File: config.mk
export PLATFORM = sky130hd
export DESIGN_NAME = sram_confreg
export DESIGN_NICKNAME = d
export VERILOG_FILES = /design/src/rtl/confreg_pkg.sv /design/src/rtl/confreg_timer.sv /design/src/rtl/sram_confreg.sv
export SDC_FILE = /design/constraint.sdc
export NUM_CORES = 1
export LEC_CHECK = 0
export CAP_MARGIN = 20
export CORE_MARGIN = 4
export CORE_UTILIZATION = 47
export CTS_BUF_LIST = sky130_fd_sc_hd__clkbuf_16
export DETAILED_ROUTE_END_ITERATION = 12
export PLACE_DENSITY = 0.73
export SLEW_MARGIN = 20
export SYNTH_ARGS = -nofsm -noshare
export SYNTH_HDL_FRONTEND = slang
export SYNTH_SLANG_ARGS = --single-unit
File: constraint.sdc
create_clock -name clk -period 2.1 [get_ports clk]
set_input_delay 0.42 -clock clk [delete_from_list [all_inputs] [get_ports clk]]
set_output_delay 0.42 -clock clk [all_outputs]
set_load 0.01 [all_outputs]
File: src/rtl/confreg_pkg.sv
// Shared definitions for the sram_confreg peripheral block: register offsets,
// CTRL bit positions and the byte-lane merge helper used by every RW register.
package confreg_pkg;

    localparam logic [15:0] OFF_LED     = 16'hF000;
    localparam logic [15:0] OFF_NUM     = 16'hF010;
    localparam logic [15:0] OFF_SWITCH  = 16'hF020;
    localparam logic [15:0] OFF_TIMER   = 16'hE000;
    localparam logic [15:0] OFF_COMPARE = 16'hE004;
    localparam logic [15:0] OFF_CTRL    = 16'hE008;

    localparam int CTRL_EN_BIT      = 0;
    localparam int CTRL_PENDING_BIT = 1;
    localparam int CTRL_IRQ_EN_BIT  = 2;

    // Replace each byte lane of old_val whose enable is set with the matching lane of new_val.
    function automatic logic [31:0] byte_merge(input logic [31:0] old_val,
                                               input logic [31:0] new_val,
                                               input logic [3:0]  we);
        logic [31:0] res;
        res = old_val;
        for (int i = 0; i < 4; i++) begin
            if (we[i]) res[8*i +: 8] = new_val[8*i +: 8];
        end
        return res;
    endfunction

endpackage

File: src/rtl/confreg_timer.sv
// Free-running 32-bit timer with compare match, sticky pending flag and a
// registered interrupt output. Bus writes arrive already decoded per register.
module confreg_timer
    import confreg_pkg::*;
(
    input  logic        clk,
    input  logic        resetn,
    input  logic [3:0]  timer_we,
    input  logic [3:0]  compare_we,
    input  logic        ctrl_we,
    input  logic [31:0] wdata,
    output logic [31:0] timer,
    output logic [31:0] compare,
    output logic [31:0] ctrl,
    output logic        timer_irq
);

    logic [31:0] timer_reg, timer_next;
    logic [31:0] compare_reg, compare_next;
    logic        en_reg, en_next;
    logic        irq_en_reg, irq_en_next;
    logic        pending_reg, pending_next;
    logic        irq_reg, irq_next;
    logic        match;

    // Next-state logic: a bus write to TIMER takes priority over counting,
    // and a compare match beats a same-cycle write-1-to-clear of pending.
    always_comb begin
        timer_next   = timer_reg;
        compare_next = compare_reg;
        en_next      = en_reg;
        irq_en_next  = irq_en_reg;
        pending_next = pending_reg;
        match        = en_reg && (timer_reg == compare_reg);

        if (|timer_we)
            timer_next = byte_merge(timer_reg, wdata, timer_we);
        else if (en_reg)
            timer_next = timer_reg + 32'd1;

        if (|compare_we)
            compare_next = byte_merge(compare_reg, wdata, compare_we);

        if (ctrl_we) begin
            en_next     = wdata[CTRL_EN_BIT];
            irq_en_next = wdata[CTRL_IRQ_EN_BIT];
            if (wdata[CTRL_PENDING_BIT]) pending_next = 1'b0;
        end
        if (match) pending_next = 1'b1;

        // The interrupt flop tracks the pending/enable state being loaded this edge.
        irq_next = pending_next && irq_en_next;
    end

    // Timer state registers.
    always_ff @(posedge clk or negedge resetn) begin
        if (!resetn) begin
            timer_reg   <= 32'h0;
            compare_reg <= 32'hFFFF_FFFF;
            en_reg      <= 1'b0;
            irq_en_reg  <= 1'b0;
            pending_reg <= 1'b0;
            irq_reg     <= 1'b0;
        end else begin
            timer_reg   <= timer_next;
            compare_reg <= compare_next;
            en_reg      <= en_next;
            irq_en_reg  <= irq_en_next;
            pending_reg <= pending_next;
            irq_reg     <= irq_next;
        end
    end

    assign timer     = timer_reg;
    assign compare   = compare_reg;
    assign ctrl      = {29'h0, irq_en_reg, pending_reg, en_reg};
    assign timer_irq = irq_reg;

endmodule

File: src/rtl/sram_confreg.sv
// Peripheral register block on the sram slave interface: window decode,
// LED/NUM/switch registers, timer instance and one-cycle-latency read port.
module sram_confreg
    import confreg_pkg::*;
#(
    parameter logic [31:0] BASE_ADDR = 32'h1FAF_0000,
    parameter int          SW_WIDTH  = 8,
    parameter int          LED_WIDTH = 16
) (
    input  logic                 clk,
    input  logic                 resetn,
    input  logic                 en,
    input  logic [3:0]           we,
    input  logic [31:0]          addr,
    input  logic [31:0]          data_w,
    output logic [31:0]          data_r,
    input  logic [SW_WIDTH-1:0]  switch,
    output logic [LED_WIDTH-1:0] led,
    output logic [31:0]          num,
    output logic                 timer_irq
);

    logic        hit, wr, rd;
    logic [15:0] offset;
    logic [LED_WIDTH-1:0] led_reg;
    logic [31:0] num_reg;
    logic [SW_WIDTH-1:0]  sw_meta_reg, sw_sync_reg;
    logic [31:0] data_r_reg, data_r_next;
    logic [31:0] led_ext, sw_ext, led_merged;
    logic [31:0] timer_val, compare_val, ctrl_val;
    logic        unused_bits;

    // Byte offset within the window; the two low address bits are ignored.
    assign hit    = en && (addr[31:16] == BASE_ADDR[31:16]);
    assign offset = {addr[15:2], 2'b00};
    assign wr     = hit && (we != 4'h0);
    assign rd     = hit && (we == 4'h0);

    // Zero-extend the narrow registers to bus width.
    always_comb begin
        led_ext = '0;
        sw_ext  = '0;
        led_ext[LED_WIDTH-1:0] = led_reg;
        sw_ext[SW_WIDTH-1:0]   = sw_sync_reg;
    end

    assign led_merged  = byte_merge(led_ext, data_w, we);
    assign unused_bits = ^{addr[1:0], led_merged};

    confreg_timer u_timer (
        .clk        (clk),
        .resetn     (resetn),
        .timer_we   ((wr && offset == OFF_TIMER)   ? we : 4'h0),
        .compare_we ((wr && offset == OFF_COMPARE) ? we : 4'h0),
        .ctrl_we    (wr && offset == OFF_CTRL && we[0]),
        .wdata      (data_w),
        .timer      (timer_val),
        .compare    (compare_val),
        .ctrl       (ctrl_val),
        .timer_irq  (timer_irq)
    );

    // Read mux: value seen during the strobe cycle; unmapped offsets read 0.
    always_comb begin
        data_r_next = data_r_reg;
        if (rd) begin
            case (offset)
                OFF_LED:     data_r_next = led_ext;
                OFF_NUM:     data_r_next = num_reg;
                OFF_SWITCH:  data_r_next = sw_ext;
                OFF_TIMER:   data_r_next = timer_val;
                OFF_COMPARE: data_r_next = compare_val;
                OFF_CTRL:    data_r_next = ctrl_val;
                default:     data_r_next = 32'h0;
            endcase
        end
    end

    // LED/NUM registers, switch synchroniser and read data register.
    always_ff @(posedge clk or negedge resetn) begin
        if (!resetn) begin
            led_reg     <= '0;
            num_reg     <= 32'h0;
            sw_meta_reg <= '0;
            sw_sync_reg <= '0;
            data_r_reg  <= 32'h0;
        end else begin
            sw_meta_reg <= switch;
            sw_sync_reg <= sw_meta_reg;
            data_r_reg  <= data_r_next;
            if (wr && offset == OFF_LED) led_reg <= led_merged[LED_WIDTH-1:0];
            if (wr && offset == OFF_NUM) num_reg <= byte_merge(num_reg, data_w, we);
        end
    end

    assign data_r = data_r_reg;
    assign led    = led_reg;
    assign num    = num_reg;

endmodule
==> impl_metrics.py <==
metrics = {
    "pwr": {
        "power_mw": 6.68,
        "cell_internal_pwr_mw": 4.96,
        "switching_share_pct": 25.8,
        "power_density_nw_per_um2": 511,
        "p_leak_nw": 5.64,
        "combPwrFrac_pct": 6.0,
        "power_frac_clock_pct": 46.4,
        "peakVddDrop_mv": 0.441,
        "p_sw_mw": 1.72,
        "seqPwrFrac_pct": 47.6,
    },
    "critical_path": {
        "critPathRequiredTime_ns": 2.42,
        "critPathKind": "input pin to register",
        "path_common_cell": "buf_12",
        "crit_chain": "clkdlybuf4s50_1 > nand3_1 > buf_4 > or2_4 > buf_12 > buf_12 > nor2_4 > buf_6 > nand2_8 > buf_12 > a22o_1",
        "max_stage_delay_ns": 0.46,
        "startpoint": "addr[26]",
        "cp.arrival_ns": 2.56,
        "r2r_setup_slack_ns": -0.03,
        "end_kind": "register",
        "critical_path.slowest_cell": "clkdlybuf4s50_1",
        "startpoint_type": "input pin",
        "worstReg2RegStart": "u_timer.timer[6]",
        "crit_fanout": 7,
    },
    "grt": {
        "grt_use_total_pct": 28.6,
        "grt_max_degree": 58,
        "grt.met1_usage_pct": 37.3,
        "grtUsageMet2_pct": 46.9,
        "grt_overflow_total": 0,
        "grt_pass1_vias": 8043,
        "top_usage_layer": "met2",
        "grt_pass1_wl_um": 44400,
        "met3_usage_pct": 6.11,
        "grt_antenna_before_repair": 0,
    },
    "sta": {
        "finalSetupViolCount": 95,
        "relSlewSlack_pct": 58.0,
        "hold_viol": 0,
        "timing.final.crit_share_pct": 107,
        "rsz0062_at_grt": "yes",
        "skew_ns": 0.0120,
        "fin_crit_ns": 2.24,
        "worst_slack_ns": -0.140,
        "worst_pin_slew_ns": 0.631,
        "fmax_mhz": 446,
        "drv_slew": 0,
    },
    "yosys": {
        "syn_area_per_cell_sq_um": 10.8,
        "syn_area_sq_um": 8280,
        "synth_simple_gate_area_share_pct": 16.6,
        "synth_mux_area_share_pct": 13.0,
        "ys_types": 66,
        "ys.flop_type": "dfrtp_1",
        "synth_compound_area_share_pct": 13.5,
        "synth-seq-cells": 164,
        "synth_edf_count": 0,
        "synth_adder_area_share_pct": 0.151,
        "ys_warn_count": 0,
        "ys_seq_area_share_pct": 50.1,
        "synthXorXnorAreaFrac_pct": 3.60,
        "syn-num-nets": 847,
        "async_reset_ff_share_pct": 100,
        "postSynthCellCount": 767,
        "synth_top_family_by_area": "simple AND/OR/NAND/NOR gates",
    },
    "flow_run": {
        "cap_violations": 0,
    },
    "cells_and_area": {
        "final_cells": 1324,
        "final_common_cell": "buf_4",
        "final_cell_mix": "buf_4 (136), dfrtp_1 (131), clkdlybuf4s50_1 (126), mux2_2 (54), nand2_1 (38)",
        "num_antenna_cells": 0,
        "regArea_sq_um": 4150,
        "area.growth.synth_to_final_pct": 58.0,
        "drive_gt1_share_pct": 44.5,
        "fin_nets": 1166,
        "fill_cells": 1101,
        "multi_input_area_sq_um": 4800,
    },
    "detailed_routing": {
        "ant_nets": 0,
        "dr.pass1.iters": 7,
        "routed_wl_um": 30300,
        "drtIter0Drc": 846,
        "route.detailed.wl_per_inst_um": 22.9,
        "drc": 0,
        "num_vias": 8022,
        "via_per_inst": 6.06,
    },
    "floorplan": {
        "start_util_pct": 47.9,
        "ios": 160,
        "die-area_sq_um": 19800,
        "coreArea_sq_um": 17300,
        "dieHeight_um": 141,
        "rows": 48,
        "die_w_um": 141,
    },
    "placed_design": {
        "dp_hpwl_um": 20600,
        "numPortBuffers": 157,
        "place_inst": 1252,
        "place.gp.congestion": 0.971,
    },
    "clock_network": {
        "cts_root_buf": "clkbuf_16",
        "numCtsBuffers": 17,
        "clock_latency_ns": 0.44,
        "clock_path_buffers": 2,
        "path_clk_slew_ns": 0.07,
        "cts_tree": "built",
        "htreeDepth": 4,
        "clock-sinks": 164,
    },
    "status": {
        "violations": "setup timing",
        "status": "finished, violations left",
    },
    "worst_hold_path": {
        "hp-class": "register to register",
        "worstHoldStart": "sw_meta_reg[7]",
    },
}
layout make-up:
| cell class | count | area share, % |
|---|---|---|
| multi-input combinational | 549 | 36.7 |
| sequential | 164 | 31.7 |
| timing repair buffer | 342 | 24.7 |
| clock buffer | 17 | 3.25 |
| tap | 225 | 2.15 |
| clock inverter | 15 | 1.20 |
| inverter | 12 | 0.344 |
power groups by stage:
stage / Sequential, mW / Clock [mW] / Combinational [mW]
floorplan: 3.24 / 0 / 0.0794
global placement: 3.24 / 0 / 0.383
detailed placement: 3.24 / 0 / 0.386
CTS: 3.18 / 3.12 / 0.384
global route: 3.18 / 3.26 / 0.431
finish: 3.18 / 3.10 / 0.403
worst max-delay path, delay by kind of cell:
| family | cells | cell delay, ns |
|---|---|---|
| buffers and inverters | 6 | 1.20 |
| and+or+nand+nor | 4 | 0.69 |
| AOI/OAI and AO/OA | 1 | 0.23 |
logic make-up after synthesis:
group | after synthesis
AO/OA/AOI/OAI | 161
flip-flops | 164
XOR/XNOR | 34
buffers and inverters | 56
AND/OR/NAND/NOR | 253
multiplexers | 98
adder cells (fa/ha/maj) | 1
synth_stat cells, drive strengths merged, types with 12 or more instances:
library cell	number	area (sq um)
nor2	40	158
clkbuf	29	110
xor2	29	254
nand4	15	93.8
nor3	22	115
o21ai	45	225
buf	15	97.6
o22ai	15	93.8
mux2i	19	190
dfstp	32	841
nand2	64	240
inv	12	45.0
mux2	79	890
a21oi	22	110
nand3	40	230
a222oi	20	200
nor4	15	106
dfrtp	132	3300
per-stage QoR:
stage               area [sq um]  worst slack (ns)  hold slack (ns)  TNS (ns)  utilization (%)
detailed placement         11300            -0.783            0.336   -100.97             65.2
global placement           11300            -0.744            0.333    -97.25             65.2
floorplan                   8500            -0.342            0.124    -14.82                -
CTS                        12300           -0.0824            0.352    -0.557             71.1
finish                     13100            -0.140            0.350     -5.79             75.6
global route               13100            -0.200            0.361    -11.73             75.6
routing by layer:
layer  vias to the layer above  share of wire (%)
li1                       3557                  -
met1                      3986                 41
met2                       374                 48
met3                       105                6.2
met4                         0                4.8
met5                         -                  0
repair_timing:
| action | CTS | global route |
|---|---|---|
| hold buffers | 1 | 0 |
| gates cloned | 3 | 4 |
| hold endpoints to repair | 41 | 0 |
| resized for setup | 135 | 162 |
| buffers inserted | 16 | 18 |
| pin swaps | 41 | 67 |
| setup endpoints to repair | 148 | 121 |
worst paths after layout:
check / end / depth (start not counted)
max in group asynchronous: u_timer.compare[14] / 3
min: sw_sync_reg[7] / 0
min reg2reg: sw_sync_reg[7] / 0
max reg2reg: u_timer.timer[22] / 6
max: data_r[12] / 11
min in group asynchronous: data_r[28] / 2
(Power assumes the default switching activity.)
